`src/rtl/uart_tx_arbiter.sv`:
```
// Round-robin arbiter sharing one uart_tx serializer among NUM_REQ byte sources,
// with per-grant burst limit and a watchdog on the serializer's tx_done.
module uart_tx_arbiter #(
  parameter int unsigned NUM_REQ     = 4,
  parameter int unsigned MAX_BURST   = 16,
  parameter int unsigned TIMEOUT_CYC = 65536,
  localparam int unsigned IDW        = $clog2(NUM_REQ)
) (
  input  logic                 clk,
  input  logic                 rst,
  input  logic [NUM_REQ-1:0]   req_valid,
  input  logic [NUM_REQ*8-1:0] req_data,
  input  logic [NUM_REQ-1:0]   req_last,
  output logic [NUM_REQ-1:0]   req_ready,
  output logic                 tx_start,
  output logic [7:0]           tx_data,
  input  logic                 tx_busy,
  input  logic                 tx_done,
  output logic [IDW-1:0]       grant_id,
  output logic                 grant_active,
  output logic                 err_timeout
);

  localparam int unsigned BCW = $clog2(MAX_BURST + 1);
  localparam int unsigned WDW = $clog2(TIMEOUT_CYC);

  localparam logic [BCW-1:0] BURST_MAX = BCW'(MAX_BURST);
  localparam logic [WDW-1:0] WD_LAST   = WDW'(TIMEOUT_CYC - 1);
  localparam logic [IDW-1:0] ID_LAST   = IDW'(NUM_REQ - 1);

  typedef enum logic [1:0] {
    S_IDLE,
    S_LOAD,
    S_START,
    S_WAIT_DONE
  } state_t;

  state_t         state;
  logic [IDW-1:0] ptr;
  logic [BCW-1:0] burst_cnt;
  logic [WDW-1:0] wd_cnt;
  logic           last_q;

  logic           sel_valid;
  logic [7:0]     sel_data;
  logic           sel_last;
  logic [IDW-1:0] next_ptr;

  // First valid requester at or after p, wrapping at NUM_REQ.
  function automatic logic [IDW-1:0] rr_pick(input logic [NUM_REQ-1:0] v,
                                             input logic [IDW-1:0]     p);
    logic [IDW-1:0] sel;
    logic           found;
    int unsigned    idx;
    sel   = '0;
    found = 1'b0;
    for (int unsigned i = 0; i < NUM_REQ; i++) begin
      idx = (32'(p) + i) % NUM_REQ;
      if (!found && v[idx]) begin
        sel   = IDW'(idx);
        found = 1'b1;
      end
    end
    return sel;
  endfunction

  // Only the granted requester's lane is ever looked at.
  always_comb begin
    sel_valid = 1'b0;
    sel_data  = '0;
    sel_last  = 1'b0;
    req_ready = '0;
    for (int unsigned i = 0; i < NUM_REQ; i++) begin
      if (grant_id == IDW'(i)) begin
        sel_valid    = req_valid[i];
        sel_data     = req_data[i*8 +: 8];
        sel_last     = req_last[i];
        req_ready[i] = (state == S_LOAD) && req_valid[i];
      end
    end
  end

  assign next_ptr = (grant_id == ID_LAST) ? '0 : grant_id + IDW'(1);

  always_ff @(posedge clk) begin
    if (rst) begin
      state        <= S_IDLE;
      ptr          <= '0;
      burst_cnt    <= '0;
      wd_cnt       <= '0;
      last_q       <= 1'b0;
      tx_start     <= 1'b0;
      tx_data      <= '0;
      grant_id     <= '0;
      grant_active <= 1'b0;
      err_timeout  <= 1'b0;
    end else begin
      tx_start    <= 1'b0;
      err_timeout <= 1'b0;
      case (state)
        S_IDLE: begin
          if (|req_valid) begin
            grant_id     <= rr_pick(req_valid, ptr);
            grant_active <= 1'b1;
            state        <= S_LOAD;
          end
        end

        S_LOAD: begin
          if (sel_valid) begin
            tx_data   <= sel_data;
            last_q    <= sel_last;
            burst_cnt <= burst_cnt + BCW'(1);
            state     <= S_START;
          end else begin
            ptr          <= next_ptr;
            grant_active <= 1'b0;
            burst_cnt    <= '0;
            state        <= S_IDLE;
          end
        end

        S_START: begin
          if (!tx_busy) begin
            tx_start <= 1'b1;
            wd_cnt   <= '0;
            state    <= S_WAIT_DONE;
          end
        end

        S_WAIT_DONE: begin
          // tx_done takes priority over a coincident watchdog expiry.
          if (tx_done) begin
            if (last_q || (burst_cnt == BURST_MAX) || !sel_valid) begin
              ptr          <= next_ptr;
              grant_active <= 1'b0;
              burst_cnt    <= '0;
              state        <= S_IDLE;
            end else begin
              state <= S_LOAD;
            end
          end else if (wd_cnt == WD_LAST) begin
            err_timeout  <= 1'b1;
            ptr          <= next_ptr;
            grant_active <= 1'b0;
            burst_cnt    <= '0;
            state        <= S_IDLE;
          end else begin
            wd_cnt <= wd_cnt + WDW'(1);
          end
        end

        default: state <= S_IDLE;
      endcase
    end
  end

endmodule

```
`config.mk`:
```
export PLATFORM = sky130hd
export DESIGN_NAME = uart_tx_arbiter
export DESIGN_NICKNAME = d
export VERILOG_FILES = /design/src/rtl/uart_tx_arbiter.sv
export SDC_FILE = /design/constraint.sdc
export NUM_CORES = 1
export LEC_CHECK = 0
export BUFFER_PORTS_ARGS = -buffer_cell sky130_fd_sc_hd__buf_2
export CORE_MARGIN = 2
export CORE_UTILIZATION = 50
export CTS_CLUSTER_DIAMETER = 150
export CTS_CLUSTER_SIZE = 10
export DETAILED_ROUTE_END_ITERATION = 10
export GPL_TIMING_DRIVEN = 0
export PLACE_DENSITY = 0.73
export SYNTH_ARGS = -nofsm -noshare
export SYNTH_HDL_FRONTEND = slang
export SYNTH_SLANG_ARGS = --single-unit
```
`constraint.sdc`:
```
create_clock -name clk -period 5.6 [get_ports clk]
set_clock_uncertainty 0.15 [all_clocks]
set_input_delay 0.28 -clock clk [delete_from_list [all_inputs] [get_ports clk]]
set_output_delay 0.28 -clock clk [all_outputs]
set_load 0.02 [all_outputs]
```
# == Word-level counts from Yosys, hierarchy flattened ==
# Index checks and enable logic that the tools add are counted.
# word_totals
word_cells,135
inputBits,44
output_inout_bits,17
ff_bits,39
# op_classes
n_reduce_logical,28
n_addsub,6
eq_ne,15
n_bitwise,2
muxes,70
n_lt_le_gt_ge,4
# ops
operator,n
$mux W16,3
$mux W1,36
$mux W8,4
$pmux W16 S2,1
$mux W2,14
$mux W5,4
$add A16 B1 Y16 const B,1
$eq A16 B16 Y1 const B,1
$lt A2 B3 Y1 const B,4
$ne A2 B2 Y1 const B,5
$pmux W5 S2,1
$bmux W1 S2,4
$eq A2 B2 Y1 const B,4
$pmux W2 S4,1
$reduce_and A4 Y1,2
$logic_and A1 B1 Y1,7
$ne A3 B3 Y1 const B,2
$reduce_and A3 Y1,2
$add A5 B1 Y5 const B,1
$eq A5 B5 Y1 const B,1
$reduce_and A5 Y1,1
$add A2 B1 Y2 const B,2
$add A2 B2 Y2 const B,2
$eq A2 B1 Y1 const B,2
12 further kinds,20

# == Logic depth before layout (Yosys ltp) ==
# logic_depth
depth_word,21
depth_mapped,8
mapped_depth_nobuf,7

# == Least setup slack after synthesis ==
# Ideal clock, no wire load.
# synth_timing
path_type,reg-to-reg
from,reg grant_id[1]
to,reg burst_cnt[2]
path_buffers,0
setup_time_ns,0.078
path_slack_ns,3.476
arrival_ns,1.897
stages_incl_launch_ff,8
period_less_slack_ns,2.124
required_time_ns,5.372
path_cell_list,dfxtp_1 -> inv_1 -> ha_1 -> nand3b_1 -> a221o_1 -> o221a_2 -> o311a_1 -> nor3_1
# synth_between
elab_chain_len,9
word_cells_on_any_way,14
classes_between,4 x eq/ne; 6 x mux; 4 x reduce/logical
# synth_rtl
element,line,text
from (decl),19,"output logic [IDW-1:0] grant_id,"
from (signal assigned),103,"grant_id <= rr_pick(req_valid, ptr);"
$logic_not A2 Y1,74,if (grant_id == IDW'(i)) begin
$mux W1 (3 in series),74,
$mux W1 *,74,
$logic_not A1 Y1,134,if (last_q || (burst_cnt == BURST_MAX) || !sel_valid) begin
$logic_or A1 B1 Y1,134,
$ne A3 B3 Y1 (no line),n/a,
$reduce_and A3 Y1 (no line),n/a,
to (signal assigned),113,burst_cnt <= burst_cnt + BCW'(1);
to (decl),40,logic [BCW-1:0] burst_cnt;
# Every way passes the cells marked *; elsewhere a longest branch is shown, timed or not.
# A chain may end at the register's enable or synchronous reset.

# == Final worst setup path ==
# layout_timing
from,reg grant_id[0]
to,out req_ready[2]
# layout_between
elab_chain_len,2
# layout_rtl
element,line,text
$eq A2 B2 Y1,74,
$mux W1,74,
to (decl),14,"output logic [NUM_REQ-1:0] req_ready,"
# Every way passes these cells.

==> run_results.csv <==
group,metric,value,unit
outcome,status,"finished, final reports clean",
global_routing,grt.total_usage,0.235,
power_and_ir_drop,vdd_drop_max,0.191,mV
detailed_routing,firstDrtPassIters,4,
synthesis,ys_seq_elements,39,
synthesis,avgSynthCellArea,7.75,sq um
clock_tree,root_buffer,"clkbuf_8",
sta,setup_viol,0,
global_routing,grt.met2_usage,0.351,
synthesis,seq_area_frac_synth,0.342,
detailed_routing,drc,0,
cells_and_area,antenna_cells,0,
floorplan,fp.dieW,71.6,um
synthesis,synth_cell_types,51,
sta,rsz0062_at_grt,"false",
cells_and_area,fill_cells,405,
floorplan,initial_core_util,0.521,
sta,slew_headroom,0.302,
synthesis,synth_area_leaders,"dfxtp_1 34%, nor2_1 6.9%, a21oi_1 6.8%",
cells_and_area,mostFrequentLayoutCells,"62 x buf_2, 42 x nor2_1, 39 x dfxtp_1",
cells_and_area,synthToLayoutAreaGrowth,20.1,%
global_routing,grt_pass1_wl,9590,um
sta,hold_violations,0,
floorplan,io_pins,61,
sta,fin_crit,2.47,ns
clock_tree,clk_pin_slew_worst_paths,0.08,ns
cells_and_area,drive_above_1_share,0.224,
run,drv_cap,0,
global_routing,busiest_layer,"met2",
setup_path,crit_fanout,10,
placed_design,placed_cell_area,0.00265,sq mm
global_routing,grt_max_degree,14,
global_routing,met1_usage,0.333,
detailed_routing,drtIter0Drc,122,
min_path,hp-class,"primary input to flop",
detailed_routing,routed-via-count,2282,
clock_tree,clk_latency,0.29,ns
clock_tree,htree_levels,2,
synthesis,syn_inst,295,
detailed_routing,wire_per_inst,13.5,um
setup_path,cp.arrival,2.04,ns
setup_path,cp-end-kind,"primary output",
clock_tree,cts_tree,"done",
power_and_ir_drop,cellPowerDensity,276,mW/mm^2
detailed_routing,vias_per_cell,5.51,
setup_path,crit_path_start_kind,"flop",
clock_tree,cts_setup_buffers,0,
global_routing,antenna_found_initial,0,
power_and_ir_drop,power_leakage,1.13,nW
sta,fmax,0.405,GHz
synthesis,synth_edf_count,0,
synthesis,yosysTopAreaCell,"dfxtp_1",
floorplan,dieArea,0.00513,sq mm
sta,tns,0,ns
placed_design,dpl.hpwl,4300,um
sta,worst_slew_pin_slew,1.03,ns
setup_path,worstSetupPathType,"flop to primary output",
global_routing,grt_pass1_vias,2102,
detailed_routing,ant_nets,0,
floorplan,num_rows,24,
floorplan,die_h,71.6,um
synthesis,yosys.area.top_type_share,0.342,
cells_and_area,finalNetCount,412,
placed_design,numPortBuffers,59,
synthesis,synthFlopType,"dfxtp_1",
placed_design,place.gp.congestion,0.878,
clock_tree,clock_sinks,39,
clock_tree,cts_resized,0,
global_routing,use_met3,0.0563,
floorplan,core-area,0.00438,sq mm
global_routing,overflow,0,
cells_and_area,finalInstanceArea,0.00275,sq mm
clock_tree,cts_buffers,5,
detailed_routing,wl,5580,um
synthesis,ys_async_sr_fraction,0,
sta,finalCritPeriodShare,0.441,
clock_tree,cts.path.max_buffers,2,
synthesis,yosysWarningCount,0,
sta,maxSlewViolCount,0,
cells_and_area,final_common_cell,"buf_2",
synthesis,syn_area,0.00229,sq mm
synthesis,synth_nets,346,
clock_tree,hold_buffers,0,
setup_path,worstPathRequired,5.17,ns
## final timing paths
path	start	to	slack, ns	cells after the start
worst max-delay path	grant_id[0]	req_ready[2]	3.13	7
worst min-delay path	tx_done	err_timeout	0.08	2
worst max register to register	grant_id[0]	ptr[0]	3.34	7
worst min register to register	grant_active	grant_active	0.31	2
## kinds of logic (layout without fill, tap and decap cells)
kind of cell,count (synthesis),count (layout),synth area share
fa+ha+maj,7,7,0.0383
xor+xnor,13,13,0.0498
flops,39,39,0.342
compound gates,83,83,0.242
mux,3,3,0.0186
simple gates,114,114,0.246
buf+inv,36,103,0.0640
## metrics by stage
step / cells / hold slack (ns) / worst slack [ns] / util / power (mW)
floorplan: 295 / 0.207 / 3.48 / - / 0.485
global placement: 406 / 0.296 / 3.41 / 0.604 / 0.554
finish: 414 / 0.0797 / 3.13 / 0.626 / 0.757
CTS: 414 / 0.0746 / 3.14 / 0.626 / 0.762
detailed placement: 406 / 0.301 / 3.37 / 0.604 / 0.559
global route: 414 / 0.0735 / 2.95 / 0.626 / 0.807
## registers in the layout, indices dropped and copies added (netlist names), named ones only
| signal | flops |
|---|---|
| burst_cnt | 5 |
| err_timeout | 1 |
| grant_active | 1 |
| grant_id | 2 |
| last_q | 1 |
| ptr | 2 |
| state | 1 |
| tx_data | 8 |
| tx_start | 1 |
| wd_cnt | 16 |
## cells in the mapped netlist, types with 6 or more instances
cell,number
clkbuf_1,12
a211oi_1,15
xnor2_1,13
dfxtp_1,39
nand2_1,27
inv_1,18
o21ai_0,10
nor2_1,42
nand3_1,9
nor3_1,6
ha_1,7
a22oi_1,9
a21oi_1,31
## metal layers
metal / vias up / share of wire
li1: 1178 / -
met1: 1019 / 0.48
met4: 0 / 0.017
met2: 76 / 0.44
met3: 9 / 0.062
met5: - / 0
## worst max-delay path: stages, from the launching register on
cell,delay [ns]
dfxtp_1,0.37
inv_1,0.10
ha_1,0.18
clkbuf_1,0.33
clkbuf_1,0.41
nand2_1,0.09
nor2_1,0.09
buf_2,0.17
## final cells by class
class                           instances  area (sq um)  share of cell area
Multi-Input combinational cell        220          1360               0.495
Clock buffer                            6          82.6              0.0301
Tap cell                               52          65.1              0.0237
Inverter                               18          67.6              0.0246
Buffer                                 18          78.8              0.0287
Sequential cell                        39           781               0.284
Timing Repair Buffer                   59           295               0.108
Clock inverter                          2          16.3             0.00593
## power breakdown
part	switching [mW]	internal (mW)
combinational	0.149	0.0908
clock	0.104	0.101
sequential	0.0144	0.299
(Power assumes the default switching activity.)
